===== config.mk =====
export PLATFORM = sky130hd
export DESIGN_NAME = if_fetch_stage
export DESIGN_NICKNAME = d
export VERILOG_FILES = /design/src/rtl/if_fetch_stage.sv
export SDC_FILE = /design/constraint.sdc
export NUM_CORES = 1
export LEC_CHECK = 0
export ABC_AREA = 0
export CAP_MARGIN = 20
export CORE_ASPECT_RATIO = 1.25
export CORE_MARGIN = 4
export CORE_UTILIZATION = 51
export DETAILED_ROUTE_END_ITERATION = 16
export GPL_TIMING_DRIVEN = 0
export HOLD_SLACK_MARGIN = 0.08
export PLACE_DENSITY_LB_ADDON = 0.25
export SLEW_MARGIN = 15
export SYNTH_ARGS = -nofsm -noshare
export SYNTH_HDL_FRONTEND = slang
export SYNTH_SLANG_ARGS = --single-unit

===== constraint.sdc =====
create_clock -name clk -period 5 [get_ports clk]
set_input_delay 0.75 -clock clk [delete_from_list [all_inputs] [get_ports clk]]
set_output_delay 0.75 -clock clk [all_outputs]
set_load 0.1 [all_outputs]

===== src/rtl/if_fetch_stage.sv =====
// Instruction-fetch stage and IF/ID boundary: owns the PC, drives the synchronous
// instruction SRAM and presents the ID-slot instruction/PC with stall hold and redirect squash.
module if_fetch_stage #(
  parameter logic [31:0] RESET_PC  = 32'h0000_0000,
  parameter logic [31:0] NOP_INSTR = 32'h0000_0013,
  parameter int unsigned IM_ADDR_W = 14
) (
  input  logic                 clk,
  input  logic                 rst,
  input  logic [1:0]           pc_sel,
  input  logic [31:0]          redirect_pc,
  output logic                 im_cs,
  output logic [IM_ADDR_W-1:0] im_addr,
  input  logic [31:0]          im_dout,
  output logic [31:0]          id_pc,
  output logic [31:0]          id_instr,
  output logic                 id_valid
);

  localparam logic [1:0] SEL_SEQ   = 2'b00;
  localparam logic [1:0] SEL_REDIR = 2'b01;

  logic [31:0] pc_q;
  logic [31:0] id_pc_q;
  logic        fetch_ok_q;
  logic [31:0] hold_buf;
  logic        hold_valid_q;
  logic [31:0] redirect_aligned;

  // Targets are word-aligned silently; low bits are dropped rather than trapped.
  assign redirect_aligned = redirect_pc & ~32'h0000_0003;

  always_ff @(posedge clk or posedge rst) begin
    if (rst) begin
      pc_q         <= RESET_PC;
      id_pc_q      <= 32'h0000_0000;
      fetch_ok_q   <= 1'b0;
      hold_buf     <= 32'h0000_0000;
      hold_valid_q <= 1'b0;
    end else begin
      case (pc_sel)
        SEL_SEQ: begin
          pc_q         <= pc_q + 32'd4;
          id_pc_q      <= pc_q;
          fetch_ok_q   <= 1'b1;
          hold_valid_q <= 1'b0;
        end
        SEL_REDIR: begin
          pc_q         <= redirect_aligned;
          fetch_ok_q   <= 1'b0;
          hold_valid_q <= 1'b0;
        end
        default: begin
          // SRAM re-reads pc_q while stalled, so capture the ID word on the first stall edge only.
          if (!hold_valid_q) begin
            hold_buf     <= im_dout;
            hold_valid_q <= 1'b1;
          end
        end
      endcase
    end
  end

  assign im_cs    = ~rst;
  assign im_addr  = pc_q[IM_ADDR_W+1:2];
  assign id_valid = fetch_ok_q;
  assign id_pc    = id_pc_q;

  always_comb begin
    id_instr = NOP_INSTR;
    if (fetch_ok_q) begin
      id_instr = hold_valid_q ? hold_buf : im_dout;
    end
  end

endmodule


After elaboration in Yosys (flattened, before gate mapping):

Cells that the tools add are included.

* flip-flop bits (word level): 98
* input port bits: 68
* output and inout port bits: 80
* word-level logic and storage cells: 16

* $add $sub $neg: 1
* equality and inequality tests: 1
* multiplexer cells: 5
* bitwise operators: 1
* reduce and logical (&&, ||, !) cells: 3

Operator list (number)
* 32-bit two-way mux: 2
* 32-bit case mux with 2 select lines: 1
* 32-bit by 3-bit adder with 32-bit output (second input constant): 1
* 2-bit by 1-bit == test with 1-bit output (second input constant): 1
* 2-bit logical NOT: 1
* 1-bit case mux with 2 select lines: 1
* 2-bit nonzero test: 1
* 2-bit OR reduction: 1
* 1-bit two-way mux: 1
* 1-bit NOT: 1

Logic depth before layout (Yosys ltp):

* depth in word-level cells: 3
* depth in mapped cells: 7
* mapped depth without buffers: 6

Worst setup path after synthesis:

Ideal clock, no wire load.

* kind: input -> output
* start point: input rst
* end point: output im_cs
* arrival time: 3251 ps
* required time: 4250 ps
* path slack: 999 ps
* cell stages on the path: 1
* path buffers: 0
* path through: inv_1

* word-level cells in the longest chain between the ends: 1

RTL lines
* start, declared: line 9 `input logic rst,`
* 1-bit NOT: line 64 `assign im_cs = ~rst;`
* end, declared: line 12 `output logic im_cs,`

No other way between the ends.

Final worst setup path:

Ends and elaborated chain as after synthesis.

==> results.toml <==
[run_status]
outcome = "complete, no violations"

[worst_setup_path]
cp-start-kind = "primary input"
crit_type = "in2out"
cpLargestDelayFamily = "buffers and inverters"
crit_path_end_kind = "output pin"
slowest_stage = "clkdlybuf4s50_1"
crit_fanout = 58
critical_path_buf_inv_count = 3
crit_chain = "clkdlybuf4s50_1 -> inv_4 -> clkdlybuf4s50_1"
slowest_delay_ns = 1.26
cp.arrival_ns = 3.03
crit_top_cell = "clkdlybuf4s50_1"
required_ns = 4.25
worstSetupPathDepth = 3
rr_worst_depth = 7

[clocking]
cts_buffers = 9
hold_buffers = 0
post_cts_buffers = 0
cts_buffer_depth = 2
cts_resized = 0
cts_root_buffer = "clkbuf_16"
clkTransAtPathRegs_ns = 0.06
cts_sinks = 94
cts_max_level = 3
cts_tree = "built"
clkLatencyLatePin_ns = 0.34

[grt]
grt_pass1_vias = 4615
grt_max_degree = 59
grt_pass1_wl_um = 22320
overflow = 0
grt.total_usage = 0.2472
antenna_found_initial = 0

[timing]
hold_viol = 0
rsz0062_at_grt = "no"
clock_skew_ns = 0.008404
fin_setup_tns_ns = 0
relSlewSlack = 0.3156
whs_ns = 0.4758
finalSetupViolCount = 0
period_minus_slack_ns = 3.777
tightest_slew_ns = 1.023
post-route-period-util = 0.7553
finalMaxSlewViolations = 0
max_freq_ghz = 0.2648
layout_setup_ws_ns = 1.223

[synthesis]
syn_area_um2 = 4981
async_flop_share = 1.000
ys_seq_elements = 94
post-synth-top-area-fraction = 0.4722
synth_top_cell_by_area = "dfrtp_1"
synth_edf_count = 0
synth_fa_ha_area_frac = 0.002512
synth_top_family_by_area = "simple AND/OR/NAND/NOR gates"
avgSynthCellArea_um2 = 9.488
ys_warn_count = 0
synth_common_cells = "nand2_1 (107), dfrtp_1 (94), mux2i_1 (37)"
synth_xor_area_frac = 0
ys_seq_area_frac = 0.4722
ys_top_cells_by_area = "dfrtp_1 (47%), nand2_1 (8.1%), mux2i_1 (7.4%)"
netlist_instances = 525
ys_types = 51
synthMuxAreaShare = 0.1467
synth-compound-area-share = 0.1068
synth-main-ff-cell = "dfrtp_1"
yosysMostFrequentCell = "nand2_1"
synth_simple_gate_area_frac = 0.2080

[floorplan]
core_um2 = 9559
start_util = 0.5211
rows = 40
io_pins = 148
die_w_um = 96.40
die_area_um2 = 11420
die_h_um = 118.5

[final_layout]
n_fill_cell = 736
nets = 748
diodes = 0
fin_util = 0.7170
design_area_um2 = 6854
final_cells = 807
post_route_cells_drive_above_1_share = 0.1204
syn_to_final_growth_pct = 37.60

[run]
cap_viol_max_count = 0

[drt]
routed_wl_um = 13720
post_drt_via_cell_ratio = 5.553
route.detailed.wl_per_inst_um = 17.00
drt_iter0_drc = 262
drt-pass1-iter-count = 5
num_vias = 4481
final_antenna_net_count = 0
drc = 0

[placed_design]
port_buffers = 141
dpl.cell_count = 794
place_area_um2 = 6576
hpwlAfterDp_um = 9876
place_congestion = 0.9159
place_ws_ns = 1.164

[pwr]
swShare = 0.4414
intPower_mw = 1.606
pwr_density_cell_nw_per_um2 = 419.6
peakVddDrop_mv = 0.2411
p_switching_mw = 1.270
combPwrFrac = 0.431
p_clk_frac = 0.231
pwr-share-seq = 0.339
p_leak_nw = 2.998
report.power.total_mw = 2.876

[hold_path]
hold_class = "reg2reg"
worstHoldPathCells = 2
-- state kept, by name, summed over array words and instances, names as in the netlist --
| register | cells |
|---|---|
| pc_q | 30 |
| id_valid | 1 |
| hold_valid_q | 1 |
| id_pc | 30 |
| hold_buf | 32 |
-- power groups by stage --
stage               Sequential (mW)  Clock (mW)  Combinational, mW
floorplan                      1.27           0              0.633
global placement              0.977           0               1.22
detailed placement            0.984           0               1.24
CTS                           0.971       0.677               1.24
global route                  0.991       0.701               1.30
finish                        0.974       0.663               1.24
-- final cells by class --
cell class | instances | area (µm²) | share of cell area
Clock buffer | 11 | 242.7 | 0.03541
Clock inverter | 2 | 35.03 | 0.005111
Buffer | 54 | 284.0 | 0.04144
Sequential cell | 94 | 2352 | 0.3432
Tap cell | 126 | 157.7 | 0.02300
Inverter | 8 | 32.53 | 0.004746
Timing Repair Buffer | 142 | 1431 | 0.2088
Multi-Input combinational cell | 370 | 2318 | 0.3383
-- layout by cell type, fill, tap and decap left out, types with 4 or more instances in the layout --
cell type / n
nor3_1: 5
buf_1: 4
a22oi_1: 12
buf_2: 10
clkbuf_16: 9
mux2_2: 32
a21oi_1: 16
o21ai_0: 26
mux2i_1: 37
inv_1: 6
nand4_1: 8
clkdlybuf4s50_1: 141
nand3_1: 23
clkbuf_1: 22
dfrtp_1: 94
or4_1: 4
nand2_1: 107
buf_4: 18
nor2_1: 22
a31oi_1: 5
nor2b_1: 31
-- tightest hold or removal path, cell delays in order, from the launching register on --
cell     delay, ns
dfrtp_1       0.34
nand2_1       0.05
nand2_1       0.05
-- path summary, 6_finish.rpt --
check	to	start	slack, ns
setup / recovery	im_cs	rst	1.22
hold / removal	id_pc[29]$_DFFE_PP0N_	id_pc[29]$_DFFE_PP0N_	0.48
setup reg to reg	pc_q[16]$_DFFE_PP0N_	pc_q[2]$_DFFE_PP0N_	2.65
hold reg to reg	id_pc[29]$_DFFE_PP0N_	id_pc[29]$_DFFE_PP0N_	0.48
max in group asynchronous	id_pc[25]$_DFFE_PP0N_	rst	3.43
min in group asynchronous	pc_q[3]$_DFFE_PP0N_	rst	0.91
-- per-layer routing --
layer,routed length [µm],global-route usage
met1,5354,0.3091
met2,6973,0.4130
met3,1123,0.05347
met4,265,0.09211
met5,0,0
-- kinds of logic after synthesis --
group                    count (synthesis)
multiplexers                            69
adder cells (fa/ha/maj)                  1
AO/OA/AOI/OAI                           83
other                                    1
buffers and inverters                   62
AND/OR/NAND/NOR                        215
flip-flops                              94
No activity file was read; power rests on OpenSTA's default activity.
